[src/rtl/uart_tx.sv]
// Serial UART transmitter: one byte per valid/ready handshake, framed as
// start bit, LSB-first data, optional parity and 1..2 stop bits, paced by baud_en.
module uart_tx #(
  parameter int DATA_BITS = 8,
  parameter int PARITY    = 0,
  parameter int STOP_BITS = 1
) (
  input  logic                 clk,
  input  logic                 rst,
  input  logic                 baud_en,
  input  logic [DATA_BITS-1:0] tx_data,
  input  logic                 tx_valid,
  output logic                 tx_ready,
  output logic                 tx,
  output logic                 tx_busy,
  output logic                 tx_done
);

  typedef enum logic [2:0] {IDLE, SYNC, START, DATA, PAR, STOP} state_t;

  localparam logic [2:0] LAST_BIT  = 3'(DATA_BITS - 1);
  localparam logic       LAST_STOP = 1'(STOP_BITS - 1);

  state_t               state, state_next;
  logic [DATA_BITS-1:0] shreg, shreg_next;
  logic [2:0]           bit_cnt, bit_cnt_next;
  logic                 stop_cnt, stop_cnt_next;
  logic                 par_bit, par_bit_next;
  logic                 tx_next;

  assign tx_ready = (state == IDLE) && !rst;
  assign tx_busy  = (state != IDLE);

  always_ff @(posedge clk) begin
    if (rst) begin
      state    <= IDLE;
      tx       <= 1'b1;
      shreg    <= '0;
      bit_cnt  <= '0;
      stop_cnt <= 1'b0;
      par_bit  <= 1'b0;
    end else begin
      state    <= state_next;
      tx       <= tx_next;
      shreg    <= shreg_next;
      bit_cnt  <= bit_cnt_next;
      stop_cnt <= stop_cnt_next;
      par_bit  <= par_bit_next;
    end
  end

  // Each state names the bit currently on the line; tx is loaded with the
  // next bit on the baud_en edge that leaves the state.
  always_comb begin
    state_next    = state;
    tx_next       = tx;
    shreg_next    = shreg;
    bit_cnt_next  = bit_cnt;
    stop_cnt_next = stop_cnt;
    par_bit_next  = par_bit;
    tx_done       = 1'b0;

    case (state)
      IDLE: begin
        tx_next = 1'b1;
        if (tx_valid && tx_ready) begin
          shreg_next   = tx_data;
          bit_cnt_next = '0;
          par_bit_next = (PARITY == 2) ? ~^tx_data : ^tx_data;
          state_next   = SYNC;
        end
      end
      SYNC: begin
        if (baud_en) begin
          tx_next    = 1'b0;
          state_next = START;
        end
      end
      START: begin
        if (baud_en) begin
          tx_next    = shreg[0];
          shreg_next = shreg >> 1;
          state_next = DATA;
        end
      end
      DATA: begin
        if (baud_en) begin
          if (bit_cnt == LAST_BIT) begin
            stop_cnt_next = 1'b0;
            if (PARITY != 0) begin
              tx_next    = par_bit;
              state_next = PAR;
            end else begin
              tx_next    = 1'b1;
              state_next = STOP;
            end
          end else begin
            tx_next      = shreg[0];
            shreg_next   = shreg >> 1;
            bit_cnt_next = bit_cnt + 3'd1;
          end
        end
      end
      PAR: begin
        if (baud_en) begin
          tx_next       = 1'b1;
          stop_cnt_next = 1'b0;
          state_next    = STOP;
        end
      end
      STOP: begin
        if (baud_en) begin
          if (stop_cnt == LAST_STOP) begin
            tx_done    = !rst;
            state_next = IDLE;
          end else begin
            stop_cnt_next = stop_cnt + 1'b1;
          end
        end
      end
      default: begin
        tx_next    = 1'b1;
        state_next = IDLE;
      end
    endcase
  end

endmodule

[config.mk]
export PLATFORM = sky130hd
export DESIGN_NAME = uart_tx
export DESIGN_NICKNAME = d
export VERILOG_FILES = /design/src/rtl/uart_tx.sv
export SDC_FILE = /design/constraint.sdc
export NUM_CORES = 1
export LEC_CHECK = 0
export ABC_AREA = 0
export BUFFER_PORTS_ARGS = -buffer_cell sky130_fd_sc_hd__buf_2
export CAP_MARGIN = 30
export CORE_UTILIZATION = 56
export DETAILED_ROUTE_END_ITERATION = 10
export GPL_TIMING_DRIVEN = 0
export PLACE_DENSITY_LB_ADDON = 0.12
export SLEW_MARGIN = 20
export SYNTH_ARGS = -nofsm -noshare
export SYNTH_HDL_FRONTEND = slang
export SYNTH_SLANG_ARGS = --single-unit
[constraint.sdc]
create_clock -name clk -period 2.8 [get_ports clk]
set_input_delay 0.14 -clock clk [delete_from_list [all_inputs] [get_ports clk]]
set_output_delay 0.14 -clock clk [all_outputs]
set_load 0.05 [all_outputs]
==> results of run 1 <==
## layout make-up
type	instances	area [µm²]
multi-input cells	72	498.0
inverters	1	3.754
fillers	109	386.6
flip-flops and latches	15	300.3
clock inverters	1	5.005
plain buffers	8	45.04
well taps	15	18.77
clock buffers	3	22.52
repair buffers	14	70.07
## metal layers
| metal | track usage [%] | vias up | routed length, µm |
|---|---|---|---|
| met1 | 24.08 | 337 | 739 |
| met2 | 41.80 | 15 | 846 |
| li1 | - | 382 | - |
| met5 | 0 | - | 0 |
| met4 | 5.000 | 0 | 12 |
| met3 | 8.152 | 2 | 63 |
## power by group through the flow
stage	combinational, mW	clock (mW)	sequential (mW)
global placement	0.119	0	0.242
detailed placement	0.121	0	0.243
CTS	0.122	0.125	0.238
global route	0.133	0.135	0.240
finish	0.122	0.120	0.238
floorplan	0.0901	0	0.247
## worst max-delay path, cell delays in order (launching register included)
cell and delay, ns:
dfxtp_1 0.43, clkbuf_1 0.34, nor2b_1 0.31, and3_1 0.18
buf_2 0.25
## through the flow
stage	power, mW	instance area [µm²]
3_5_place_dp	0.3642	935.9
2_1_floorplan	0.3367	847.1
3_3_place_gp	0.3606	935.9
6_report	0.4798	963.4
4_1_cts	0.4853	963.4
5_1_grt	0.5081	963.4
## kinds of logic after synthesis
| kind of cell | Yosys count | synth area share, % |
|---|---|---|
| buffers and inverters | 9 | 5.760 |
| flip-flops | 15 | 35.45 |
| AND/OR/NAND/NOR | 40 | 24.22 |
| multiplexers | 11 | 13.00 |
| AO/OA/AOI/OAI | 19 | 18.61 |
| adder cells (fa/ha/maj) | 2 | 2.954 |
## final timing paths
kind                                 start    endpoint  slack (ns)  cells past startpoint
worst max-delay path              state[0]     tx_done        0.87                      4
worst min-delay path                   rst    shreg[1]        0.06                      2
worst max register to register  bit_cnt[0]    shreg[6]        0.89                      7
worst min register to register  bit_cnt[2]  bit_cnt[2]        0.49                      2
## state kept, by name (all words and copies together), names as in the netlist
name,flops
shreg,8
bit_cnt,3
tx,1
state,3
## synthesized netlist by cell type, types with 2 or more instances
master,number,share of area [%]
a211oi_1,5,4.4
nor2_1,14,6.2
nand2b_1,7,5.2
nand3b_1,2,1.8
nor2b_1,3,2.2
a211oi_2,2,3.0
clkbuf_1,5,2.2
nand2_1,4,1.8
nor3_1,3,1.8
mux2i_1,11,13
dfxtp_1,15,35
a21oi_1,5,3.0
nand3_1,3,1.8
buf_6,2,2.7
ha_1,2,3.0
==> results.cfg, run 1 <==
[pwr]
p_switching_uw = 149.1
powerDensity_nw_per_um2 = 498.1
irDropWorstVdd_v = 0.0003842
clockPowerShare_pct = 25.0
p_sw_share_pct = 31.07
pwr-share-comb_pct = 25.3
p_leak_nw = 0.4352
pwr-share-seq_pct = 49.6
p_int_uw = 330.7

[cts]
cts_resized = 0
tritoncts = yes
htreeDepth = 1
cts.sinks = 15
clk_latency_ns = 0.28
cts_buffer_depth = 2
cts_buffers = 3
cts-root-buf = clkbuf_4
postCtsSetupBuffers = 0
cts_hold_buf = 0
clk_pin_slew_ns = 0.09

[sta]
setup_viol = 0
hold_viol_final = 0
rsz0062_at_grt = no
timing.setup.tns_ns = 0
holdWs_ns = 0.06047
drv_slew = 0
fmax_mhz = 516.9
layout_min_cycle_time_ns = 1.935
relSlewSlack_pct = 63.97
worst_slack_ns = 0.8653
tightest_slew_ns = 0.5404
timing.final.crit_share_pct = 69.10
finalClockSkew_ns = 0.0005632

[grt]
antenna_found_initial = 0
grt_util_all_layers_pct = 22.65
globalRouteOverflowTotal = 0
grt_pass1_wl_um = 2401
grt_max_degree = 11
grt_pass1_vias = 594

[setup_path]
worstPathArrival_ns = 1.79
crit_path_end_kind = output pin
cp-start-kind = register
worstSetupPathType = register to output pin
required_ns = 2.66
critPathMaxFanout = 10

[final_layout]
syn2layout_area_growth_pct = 13.74
antennaDiodeCount = 0
fin_nets = 129
drive_gt1_share_pct = 21.05
layoutNonFillerInstCount = 129
layout_common_cells = dfxtp_1, nor2_1, buf_2, mux2i_1, nand2b_1
layout_commonest_cell = dfxtp_1
post-route-util_pct = 71.36

[synthesis]
yosysWarnings = 0
syn_area_per_cell_um2 = 8.824
synthCells = 96
synth_seq_cells = 15
syn-num-nets = 110
synth_seq_area_share_pct = 35.45
yosysUniqueCellTypes = 28
synth_area_um2 = 847.1
synth_ff_type = dfxtp_1
synth_edf_count = 0
synthArstFlopShare_pct = 0

[floorplan]
core_um2 = 1350
fp.dieW_um = 40.89
dieArea_um2 = 1672
io_pins = 16
die_h_um = 40.89
start_util_pct = 62.74
row_count = 13

[placed_design]
hpwlAfterDp_um = 1215
port_buffers = 14
dp.cells = 125
finalWeightedCongestion = 0.7307
dp_slack_ns = 0.8984

[routing]
drt-total-wl_um = 1661
routedWlPerCell_um = 12.88
first_pass_iters = 4
first_iter_violations = 17
via_per_inst = 5.705
ant_nets = 0
vias = 736
drc_errors = 0

[status]
outcome = finished clean

[min_path]
min-delay-path-class = input pin to register

[flow_run]
cap_violations = 0
No activity file was read; power rests on OpenSTA's default activity.
==> run 2: changes to the inputs <==
--- a/config.mk
+++ b/config.mk
@@ -5,10 +5,11 @@
 export SDC_FILE = /design/constraint.sdc
 export NUM_CORES = 1
 export LEC_CHECK = 0
-export ABC_AREA = 0
+export ABC_AREA = 1
 export BUFFER_PORTS_ARGS = -buffer_cell sky130_fd_sc_hd__buf_2
 export CAP_MARGIN = 30
-export CORE_UTILIZATION = 56
+export CORE_ASPECT_RATIO = 0.8
+export CORE_UTILIZATION = 49
 export DETAILED_ROUTE_END_ITERATION = 10
 export GPL_TIMING_DRIVEN = 0
 export PLACE_DENSITY_LB_ADDON = 0.12
==> constraint.sdc (replaced) <==
create_clock -name clk -period 1.7 [get_ports clk]
set_input_delay 0.085 -clock clk [delete_from_list [all_inputs] [get_ports clk]]
set_output_delay 0.085 -clock clk [all_outputs]
set_load 0.05 [all_outputs]
==> run 2 against run 1 <==
- die area increased by 31%
- largest power group is now combinational cells
- critical endpoint is now shreg[0]
- via count grew 40%
- combinational power rose to 10 times the previous value
==> results.cfg, run 2 <==
[routing]
drt-total-wl_um = 2119
first_pass_iters = 4
drc_errors = 0
wl_met2_um = 934
via_per_inst = 4.914
met1_length_um = 1057
ant_nets = 0
first_iter_violations = 20
routedWlPerCell_um = 10.14
vias = 1027
wl_met3_um = 109
dr.max_layer_used = met4

[setup_path]
critPathMaxFanout = 10
required_ns = 1.89
cp-start-kind = register
crit_path_end_kind = register
worstPathArrival_ns = 1.75
startpoint = bit_cnt[0]
r2r_start = bit_cnt[0]
worstSetupPathType = register to register

[synthesis]
synth_area_leaders = dfxtp_1, nand2_1, nor2_1
syn_area_per_cell_um2 = 5.938
yosysWarnings = 0
synth_top_area_share_pct = 30.65
synth.largest_area_cell = dfxtp_1
synth_edf_count = 0
synthTopCellsByCount = nand2_1, nor2_1, dfxtp_1, nand3_1, inv_1
synth_ff_type = dfxtp_1
synthCells = 165
yosysMostFrequentCell = nand2_1
synthArstFlopShare_pct = 0
yosysUniqueCellTypes = 20
synth_seq_cells = 15
syn-num-nets = 179
synth_area_um2 = 979.7
synth_seq_area_share_pct = 30.65

[cts]
htreeDepth = 1
cts_resized = 0
tritoncts = yes
cts-root-buf = clkbuf_4
cts.sinks = 15
cts_buffers = 3
cts_hold_buf = 0
clk_latency_ns = 0.29
postCtsSetupBuffers = 0
cts_buffer_depth = 2
clk_pin_slew_ns = 0.10

[placed_design]
dp_slack_ns = 0.1195
port_buffers = 15
place_area_um2 = 1090
hpwlAfterDp_um = 1583
finalWeightedCongestion = 0.9034

[sta]
finalClockSkew_ns = 0.007524
drv_slew = 0
layout_min_cycle_time_ns = 1.563
worst_slack_ns = 0.1374
hold_viol_final = 0
timing.final.crit_share_pct = 91.92
tightest_slew_ns = 0.4050
setup_viol = 0
fmax_mhz = 640.0
timing.setup.tns_ns = 0
relSlewSlack_pct = 73.00
rsz0062_at_grt = no

[floorplan]
dieArea_um2 = 2183
start_util_pct = 52.27
core_um2 = 1874
row_count = 14
io_pins = 16
fp.dieW_um = 51.99
die_h_um = 42.00

[pwr]
p_int_uw = 991.6
pwr-share-comb_pct = 62.1
p_sw_share_pct = 49.85
powerDensity_nw_per_um2 = 1758
clockPowerShare_pct = 10.8
p_total_mw = 1.977
p_switching_uw = 985.5
irDropWorstVdd_v = 0.001105
p_leak_nw = 0.6074
pwr-share-seq_pct = 27.1

[grt]
grt_pass1_vias = 855
antenna_found_initial = 0
globalRouteOverflowTotal = 0
grt_pass1_wl_um = 3581
grt_util_all_layers_pct = 22.48
grt_max_degree = 11

[final_layout]
antennaDiodeCount = 0
reg.largest.list = shreg: 8 flops, bit_cnt: 3 flops, state: 3 flops
fillCellCount = 192
layout_common_cells = nand2_1, nor2_1, buf_2, nand3_1, dfxtp_1
syn2layout_area_growth_pct = 14.81
post-route-cell-area_um2 = 1125
largest_register_ffs = 8
layout_commonest_cell = nand2_1
fin_nets = 200
drive_gt1_share_pct = 21.62
largest-register = shreg

[flow_run]
cap_violations = 0

[status]
outcome = finished clean

[min_path]
hp-start = rst
min-delay-path-class = input pin to register
run 2: cell types whose count changed after synthesis, sizes merged, moves of 11 or more:
| cell | change |
|---|---|
| nand2 | +52 |
| nor2 | +18 |
| inv | +17 |
| nand3 | +12 |
| mux2i | -11 |
run 2: power by group through the flow:
stage	logic, mW	registers [mW]	clock network (mW)
after global placement	1.18	0.540	0
after floorplan	0.969	0.560	0
after detailed placement	1.20	0.544	0
after global routing	1.41	0.552	0.235
final	1.23	0.536	0.213
after CTS	1.21	0.536	0.222
run 2: stage by stage:
step,hold WS [ns],utilization [%],cells
global placement,0.3276,58.14,204
floorplan,0.1734,-,165
detailed placement,0.3418,58.14,204
CTS,0.03593,59.61,208
global route,0.05578,60.01,209
finish,0.05011,60.01,209
run 2: critical path: stages (launching register included):
cell	delay (ns)
dfxtp_1	0.34
ha_1	0.20
ha_1	0.20
nand4_1	0.14
nand2_1	0.12
nor2_4	0.13
buf_6	0.15
nand3_1	0.07
nand2_1	0.08
nor2_1	0.04
run 2: area by class of cell:
type,count,area (µm²),area share (%)
plain buffers,6,42.54,3.782
inverters,20,75.07,6.674
clock buffers,3,22.52,2.002
flip-flops and latches,15,300.3,26.70
repair buffers,16,82.58,7.341
multi-input cells,124,566.8,50.39
well taps,24,30.03,2.670
clock inverters,1,5.005,0.4449
run 2: routing by layer:
metal / up-vias / global-route usage, %
met5: - / 0
met4: 0 / 4.865
met3: 4 / 7.609
met2: 21 / 35.13
met1: 445 / 29.80
li1: 557 / -
run 2: kinds of logic after synthesis:
group	Yosys count	share of synthesized area, %
AO/OA/AOI/OAI	13	6.640
flip-flops	15	30.65
buffers and inverters	26	12.00
AND/OR/NAND/NOR	109	48.15
adder cells (fa/ha/maj)	2	2.554
run 2: path summary, 6_finish.rpt:
check	endpoint	slack (ns)	depth (start not counted)
hold / removal	tx	0.05	3
setup reg to reg	shreg[0]	0.14	9
hold reg to reg	tx	0.47	2
setup / recovery	shreg[0]	0.14	9
